`config.mk`:
```
export PLATFORM = sky130hd
export DESIGN_NAME = regfile_2r1w_sb_flat
export DESIGN_NICKNAME = d
export VERILOG_FILES = /design/src/rtl/regfile_pkg.sv /design/src/rtl/regfile_2r1w_sb_if.sv /design/src/rtl/regfile_read_port.sv /design/src/rtl/regfile_2r1w_sb.sv /design/src/flat_wrapper.sv
export SDC_FILE = /design/constraint.sdc
export NUM_CORES = 1
export LEC_CHECK = 0
export BUFFER_PORTS_ARGS = -buffer_cell sky130_fd_sc_hd__buf_2
export CAP_MARGIN = 20
export CORE_MARGIN = 3
export CORE_UTILIZATION = 60
export CTS_CLUSTER_SIZE = 25
export DETAILED_ROUTE_END_ITERATION = 16
export PLACE_DENSITY = 0.92
export SETUP_SLACK_MARGIN = 0.5
export SYNTH_ARGS = -nofsm -noshare
export SYNTH_HDL_FRONTEND = slang
export SYNTH_SLANG_ARGS = --single-unit
```
`constraint.sdc`:
```
create_clock -name clock -period 4.7 [get_ports clock]
set_input_delay 0.705 -clock clock [delete_from_list [all_inputs] [get_ports clock]]
set_output_delay 0.705 -clock clock [all_outputs]
set_load 0.02 [all_outputs]
```
`src/rtl/regfile_pkg.sv`:
```
// Shared constants and types for the 2-read/1-write register file with
// pending scoreboard.
package regfile_pkg;

  localparam int DEF_DATA_WIDTH = 8;
  localparam int DEF_ADDR_WIDTH = 2;
  // Width that can hold a popcount from 0 up to and including NUM_REGS.
  localparam int DEF_CNT_WIDTH  = DEF_ADDR_WIDTH + 1;

  typedef logic [DEF_ADDR_WIDTH-1:0] sel_t;

endpackage

```
`src/rtl/regfile_2r1w_sb_if.sv`:
```
// Bus bundle for regfile_2r1w_sb: write port, two read ports with busy
// flags, reservation handshake and the live pending count.
interface regfile_2r1w_sb_if
  import regfile_pkg::*;
#(
  parameter int DATA_WIDTH = DEF_DATA_WIDTH,
  parameter int ADDR_WIDTH = DEF_ADDR_WIDTH
);

  logic                  we;
  logic [ADDR_WIDTH-1:0] wsel;
  logic [DATA_WIDTH-1:0] wdata;
  logic [ADDR_WIDTH-1:0] rsel_a;
  logic [DATA_WIDTH-1:0] rdata_a;
  logic                  busy_a;
  logic [ADDR_WIDTH-1:0] rsel_b;
  logic [DATA_WIDTH-1:0] rdata_b;
  logic                  busy_b;
  logic                  reserve;
  logic [ADDR_WIDTH-1:0] reserve_sel;
  logic                  reserve_ack;
  logic [ADDR_WIDTH:0]   pending_count;

  modport master (
    output we, wsel, wdata, rsel_a, rsel_b, reserve, reserve_sel,
    input  rdata_a, busy_a, rdata_b, busy_b, reserve_ack, pending_count
  );

  modport slave (
    input  we, wsel, wdata, rsel_a, rsel_b, reserve, reserve_sel,
    output rdata_a, busy_a, rdata_b, busy_b, reserve_ack, pending_count
  );

endinterface

```
`src/rtl/regfile_read_port.sv`:
```
// One combinational read port: register select, hardwired-zero override,
// same-cycle write forwarding and the matching busy flag.
module regfile_read_port
  import regfile_pkg::*;
#(
  parameter int DATA_WIDTH = DEF_DATA_WIDTH,
  parameter int ADDR_WIDTH = DEF_ADDR_WIDTH,
  parameter int NUM_REGS   = 2 ** ADDR_WIDTH,
  parameter int ZERO_REG   = 0,
  parameter int BYPASS     = 1
) (
  input  logic [NUM_REGS-1:0][DATA_WIDTH-1:0] regs,
  input  logic [NUM_REGS-1:0]                 pending,
  input  logic                                wr_en,    // already qualified by reset and r0
  input  logic [ADDR_WIDTH-1:0]               wr_sel,
  input  logic [DATA_WIDTH-1:0]               wr_data,
  input  logic [ADDR_WIDTH-1:0]               rsel,
  output logic [DATA_WIDTH-1:0]               rdata,
  output logic                                busy
);

  logic is_zero;
  logic fwd_hit;

  // Select data and busy for this port; r0 override beats forwarding.
  always_comb begin
    rdata   = regs[rsel];
    busy    = pending[rsel];
    is_zero = (ZERO_REG != 0) && (rsel == {ADDR_WIDTH{1'b0}});
    fwd_hit = (BYPASS != 0) && wr_en && (wr_sel == rsel);
    if (is_zero) begin
      rdata = {DATA_WIDTH{1'b0}};
      busy  = 1'b0;
    end else if (fwd_hit) begin
      // The writeback landing this edge retires the pending producer.
      rdata = wr_data;
      busy  = 1'b0;
    end else begin
      rdata = regs[rsel];
      busy  = pending[rsel];
    end
  end

endmodule

```
`src/rtl/regfile_2r1w_sb.sv`:
```
// Parametrised 2-read/1-write register file with optional write-through
// forwarding, optional hardwired-zero r0 and a per-register pending
// scoreboard with a registered pending count.
module regfile_2r1w_sb
  import regfile_pkg::*;
#(
  parameter int DATA_WIDTH = DEF_DATA_WIDTH,
  parameter int ADDR_WIDTH = DEF_ADDR_WIDTH,
  parameter int ZERO_REG   = 0,
  parameter int BYPASS     = 1
) (
  input  logic              clock,
  input  logic              reset_n,
  regfile_2r1w_sb_if.slave  bus
);

  localparam int NUM_REGS = 2 ** ADDR_WIDTH;
  localparam int CNT_W    = ADDR_WIDTH + 1;

  logic [NUM_REGS-1:0][DATA_WIDTH-1:0] regs_q, regs_d;
  logic [NUM_REGS-1:0]                 pending_q, pending_d;
  logic [CNT_W-1:0]                    count_q, count_d;

  logic wr_en;
  logic rsv_zero;
  logic rsv_busy;
  logic rsv_ack;
  logic set_en;
  logic clr_en;

  // Qualify write and reservation; the reserve busy check mirrors the read
  // ports so a same-cycle writeback frees the register when forwarding.
  always_comb begin
    wr_en    = bus.we && reset_n &&
               !((ZERO_REG != 0) && (bus.wsel == {ADDR_WIDTH{1'b0}}));
    rsv_zero = (ZERO_REG != 0) && (bus.reserve_sel == {ADDR_WIDTH{1'b0}});
    rsv_busy = pending_q[bus.reserve_sel];
    if (rsv_zero) begin
      rsv_busy = 1'b0;
    end else if ((BYPASS != 0) && wr_en && (bus.wsel == bus.reserve_sel)) begin
      rsv_busy = 1'b0;
    end else begin
      rsv_busy = pending_q[bus.reserve_sel];
    end
    rsv_ack = bus.reserve && reset_n && !rsv_busy;
    // r0 reservations are acknowledged but never recorded.
    set_en  = rsv_ack && !rsv_zero;
    // Only a write that actually retires a pending bit lowers the count.
    clr_en  = wr_en && pending_q[bus.wsel];
  end

  // Next storage and scoreboard state; a set after a clear on the same
  // register lets the new producer win.
  always_comb begin
    regs_d    = regs_q;
    pending_d = pending_q;
    if (wr_en) begin
      regs_d[bus.wsel]    = bus.wdata;
      pending_d[bus.wsel] = 1'b0;
    end else begin
      regs_d    = regs_q;
      pending_d = pending_q;
    end
    if (set_en) begin
      pending_d[bus.reserve_sel] = 1'b1;
    end else begin
      pending_d[bus.reserve_sel] = pending_d[bus.reserve_sel];
    end
  end

  // Incremental popcount of the pending vector.
  always_comb begin
    count_d = count_q;
    case ({set_en, clr_en})
      2'b10:   count_d = count_q + {{ADDR_WIDTH{1'b0}}, 1'b1};
      2'b01:   count_d = count_q - {{ADDR_WIDTH{1'b0}}, 1'b1};
      default: count_d = count_q;
    endcase
  end

  // State registers, cleared immediately by reset.
  always_ff @(posedge clock or negedge reset_n) begin
    if (!reset_n) begin
      regs_q    <= {(NUM_REGS*DATA_WIDTH){1'b0}};
      pending_q <= {NUM_REGS{1'b0}};
      count_q   <= {CNT_W{1'b0}};
    end else begin
      regs_q    <= regs_d;
      pending_q <= pending_d;
      count_q   <= count_d;
    end
  end

  assign bus.reserve_ack   = rsv_ack;
  assign bus.pending_count = count_q;

  regfile_read_port #(
    .DATA_WIDTH (DATA_WIDTH),
    .ADDR_WIDTH (ADDR_WIDTH),
    .NUM_REGS   (NUM_REGS),
    .ZERO_REG   (ZERO_REG),
    .BYPASS     (BYPASS)
  ) u_port_a (
    .regs    (regs_q),
    .pending (pending_q),
    .wr_en   (wr_en),
    .wr_sel  (bus.wsel),
    .wr_data (bus.wdata),
    .rsel    (bus.rsel_a),
    .rdata   (bus.rdata_a),
    .busy    (bus.busy_a)
  );

  regfile_read_port #(
    .DATA_WIDTH (DATA_WIDTH),
    .ADDR_WIDTH (ADDR_WIDTH),
    .NUM_REGS   (NUM_REGS),
    .ZERO_REG   (ZERO_REG),
    .BYPASS     (BYPASS)
  ) u_port_b (
    .regs    (regs_q),
    .pending (pending_q),
    .wr_en   (wr_en),
    .wr_sel  (bus.wsel),
    .wr_data (bus.wdata),
    .rsel    (bus.rsel_b),
    .rdata   (bus.rdata_b),
    .busy    (bus.busy_b)
  );

endmodule

```
`src/flat_wrapper.sv`:
```
// flat-port wrapper written by rule: the top's interface ports become plain ports
module regfile_2r1w_sb_flat import regfile_pkg::*;
#(
  parameter int DATA_WIDTH = DEF_DATA_WIDTH,
  parameter int ADDR_WIDTH = DEF_ADDR_WIDTH,
  parameter int ZERO_REG   = 0,
  parameter int BYPASS     = 1
)
  (clock, reset_n, bus_we, bus_wsel, bus_wdata, bus_rsel_a, bus_rsel_b, bus_reserve, bus_reserve_sel, bus_rdata_a, bus_busy_a, bus_rdata_b, bus_busy_b, bus_reserve_ack, bus_pending_count);
  regfile_2r1w_sb_if #(.DATA_WIDTH(DATA_WIDTH), .ADDR_WIDTH(ADDR_WIDTH)) bus_i ();
  input  logic clock;
  input  logic reset_n;
  input wire logic [$bits(bus_i.we)-1:0] bus_we;
  input wire logic [$bits(bus_i.wsel)-1:0] bus_wsel;
  input wire logic [$bits(bus_i.wdata)-1:0] bus_wdata;
  input wire logic [$bits(bus_i.rsel_a)-1:0] bus_rsel_a;
  input wire logic [$bits(bus_i.rsel_b)-1:0] bus_rsel_b;
  input wire logic [$bits(bus_i.reserve)-1:0] bus_reserve;
  input wire logic [$bits(bus_i.reserve_sel)-1:0] bus_reserve_sel;
  output wire logic [$bits(bus_i.rdata_a)-1:0] bus_rdata_a;
  output wire logic [$bits(bus_i.busy_a)-1:0] bus_busy_a;
  output wire logic [$bits(bus_i.rdata_b)-1:0] bus_rdata_b;
  output wire logic [$bits(bus_i.busy_b)-1:0] bus_busy_b;
  output wire logic [$bits(bus_i.reserve_ack)-1:0] bus_reserve_ack;
  output wire logic [$bits(bus_i.pending_count)-1:0] bus_pending_count;
  assign bus_i.we = bus_we;
  assign bus_i.wsel = bus_wsel;
  assign bus_i.wdata = bus_wdata;
  assign bus_i.rsel_a = bus_rsel_a;
  assign bus_i.rsel_b = bus_rsel_b;
  assign bus_i.reserve = bus_reserve;
  assign bus_i.reserve_sel = bus_reserve_sel;
  assign bus_rdata_a = bus_i.rdata_a;
  assign bus_busy_a = bus_i.busy_a;
  assign bus_rdata_b = bus_i.rdata_b;
  assign bus_busy_b = bus_i.busy_b;
  assign bus_reserve_ack = bus_i.reserve_ack;
  assign bus_pending_count = bus_i.pending_count;
  regfile_2r1w_sb #(.DATA_WIDTH(DATA_WIDTH), .ADDR_WIDTH(ADDR_WIDTH), .ZERO_REG(ZERO_REG), .BYPASS(BYPASS)) u_core (.clock(clock), .reset_n(reset_n), .bus(bus_i));
endmodule
```
==> results.json <==
{
  "grt_max_degree": 44,
  "syn_inst": 152,
  "place_area_um2": 2574,
  "syn2layout_area_growth_pct": 12.26,
  "die_area_um2": 4717,
  "fill_cells": 247,
  "crit_family": "simple AND/OR/NAND/NOR gates",
  "p_leak_nw": 1.153,
  "worst_setup_path_start_kind": "input port",
  "final_layout_size_suffix_gt1_frac": 0.6580,
  "die_w_um": 68.68,
  "clockBufferDepth": 2,
  "slew_headroom": 0.6138,
  "io_buffer_count": 41,
  "grt_pass1_wl_um": 8086,
  "ir_drop_v": 0.0002607,
  "hold_buffers": 0,
  "viasPerCell": 6.349,
  "path_class": "in -> out",
  "cts.repair.resized": 0,
  "synthDistinctLibCells": 25,
  "die_y_um": 68.68,
  "cts_sinks": 39,
  "critPathMostFrequentCell": "buf_2",
  "synth_seq_cells": 39,
  "path_max_fanout": 10,
  "drv_slew": 0,
  "slowest_stage": "nor3_4",
  "place_inst": 235,
  "hold_violations": 0,
  "cts_tree": "done",
  "clock-root-buffer": "clkbuf_8",
  "fp-row-count": 22,
  "grt_pass1_vias": 1568,
  "layout_common_cells": "mux2_2 (49), buf_2 (41), dfrtp_1 (39), mux4_2 (20), xor2_1 (7)",
  "start_util": 0.6343,
  "yosysWarnings": 0,
  "final_area_um2": 2646,
  "diodes": 0,
  "final_core_util": 0.7121,
  "antenna_left": 0,
  "final_cells": 241,
  "tightest_slew_ns": 0.5774,
  "totalWireLength_um": 5099,
  "cts_buffers": 5,
  "syn_nets": 174,
  "end_kind": "output pin",
  "finalCritPeriodShare": 0.6359,
  "antenna_found_initial": 0,
  "clk_pin_slew_ns": 0.07,
  "nets": 216,
  "wire_per_inst_um": 21.16,
  "cts_setup_buffers": 0,
  "pin_count": 42,
  "rsz0062_at_grt": "no",
  "place_congestion": 0.8503,
  "gr-usage-all-layers": 0.2429,
  "cp_num_buf_inv": 2,
  "critical_path_required_ns": 3.99,
  "p_per_area_nw_per_um2": 417.4,
  "dp_hpwl_um": 3591,
  "drc": 0,
  "avgSynthCellArea_um2": 15.51,
  "status": "complete, no violations",
  "crit_arrival_ns": 2.28,
  "maxCapViolations": 0,
  "seq_area_frac_synth": 0.4140,
  "setup_viol": 0,
  "syn-cell-area_um2": 2357,
  "max_freq_mhz": 334.6,
  "mostFrequentLayoutCell": "mux2_2",
  "htree_num_levels": 2,
  "grt_overflow": 0,
  "core_um2": 3716,
  "vias": 1530,
  "tns_ns": 0,
  "min_period_ns": 2.989,
  "critPathMaxStageDelay_ns": 0.50,
  "clk_latency_ns": 0.29,
  "ff2ff_setup_slack_ns": 2.48,
  "min_path_type": "reg -> reg",
  "skew_ns": 0.002525,
  "path_cells": "buf_2, xor2_1, nor3_4, mux2_2, buf_2",
  "drtIter0Drc": 103,
  "firstDrtPassIters": 4
}
==> layout make-up <==
cell class	instances	area (µm²)	share of cell area
Timing Repair Buffer	42	212.7	0.08038
Inverter	1	3.754	0.001418
Tap cell	48	60.06	0.02270
Sequential cell	39	975.9	0.3688
Clock buffer	6	72.57	0.02742
Multi-Input combinational cell	105	1321	0.4993
==> Yosys cell counts <==
| library cell | count | area share |
|---|---|---|
| and2b_2 | 3 | 0.011 |
| buf_4 | 1 | 0.0032 |
| nand4_2 | 1 | 0.0053 |
| a21oi_1 | 1 | 0.0021 |
| ha_1 | 1 | 0.0053 |
| nand2_1 | 5 | 0.0080 |
| o21ai_0 | 3 | 0.0064 |
| dfrtp_1 | 39 | 0.41 |
| buf_6 | 3 | 0.014 |
| xnor2_1 | 2 | 0.0074 |
| nand2_4 | 1 | 0.0048 |
| inv_1 | 1 | 0.0016 |
| xor2_1 | 7 | 0.026 |
| nor3_4 | 3 | 0.021 |
| mux4_2 | 20 | 0.19 |
| or3_2 | 1 | 0.0032 |
| fa_1 | 1 | 0.0085 |
| a21o_1 | 1 | 0.0032 |
| mux2_2 | 49 | 0.23 |
| clkbuf_2 | 1 | 0.0021 |
| o32ai_1 | 1 | 0.0037 |
| nor2_1 | 1 | 0.0016 |
| nand2b_1 | 2 | 0.0053 |
| nand4b_2 | 2 | 0.013 |
| buf_2 | 2 | 0.0042 |
==> worst register-to-register path, stage by stage, from the launching register on <==
cell	delay [ns]
dfrtp_1	0.42
mux4_2	0.49
a21o_1	0.20
ha_1	0.23
fa_1	0.39
xnor2_1	0.14
nor2_1	0.12
xor2_1	0.15
==> power breakdown <==
part / switching (mW) / internal, mW
logic: 0.195 / 0.218
clock network: 0.108 / 0.0989
registers: 0.0672 / 0.417
==> flip-flops by register name, summed over array words and instances (netlist names) <==
| signal | cells |
|---|---|
| u_core.bus.pending_count | 3 |
| u_core.regs_q | 32 |
| u_core.pending_q | 4 |
==> final timing paths <==
kind / to / startpoint / cells after the start
worst max-delay path: bus_rdata_b[0] / bus_rsel_b[0] / 5
worst min-delay path: u_core.bus.pending_count[2] / u_core.bus.pending_count[2] / 1
worst max register to register: u_core.bus.pending_count[2] / u_core.pending_q[3] / 7
worst min register to register: u_core.bus.pending_count[2] / u_core.bus.pending_count[2] / 1
max in group asynchronous: u_core.regs_q[20] / reset_n / 2
min in group asynchronous: u_core.pending_q[0] / reset_n / 2
==> stage by stage <==
step,hold slack (ns),power (mW),worst slack [ns]
CTS,0.4675,1.110,1.680
global route,0.4862,1.163,1.566
floorplan,0.4094,0.7754,2.003
global placement,0.4525,0.8673,1.743
detailed placement,0.4536,0.9050,1.690
finish,0.4645,1.104,1.711
==> kinds of logic (layout without fill, tap and decap cells) <==
logic type	Yosys count	after routing	synth area share
adders and majority gates	2	2	0.01380
AOI/OAI and AO/OA	6	6	0.01539
xor gates and xnor gates	9	9	0.03344
muxes	69	69	0.4252
DFF	39	39	0.4140
and+or+nand+nor	19	19	0.07272
buffers and inverters	8	49	0.02547
==> per-layer routing <==
layer  GRT usage  share of wire  vias to the layer above
met5           0              0                        -
met4     0.06452          0.010                        0
met3     0.05024          0.053                        7
met2      0.4291           0.55                       56
met1      0.3022           0.39                      800
li1            -              -                      667
(Power assumes the default switching activity.)
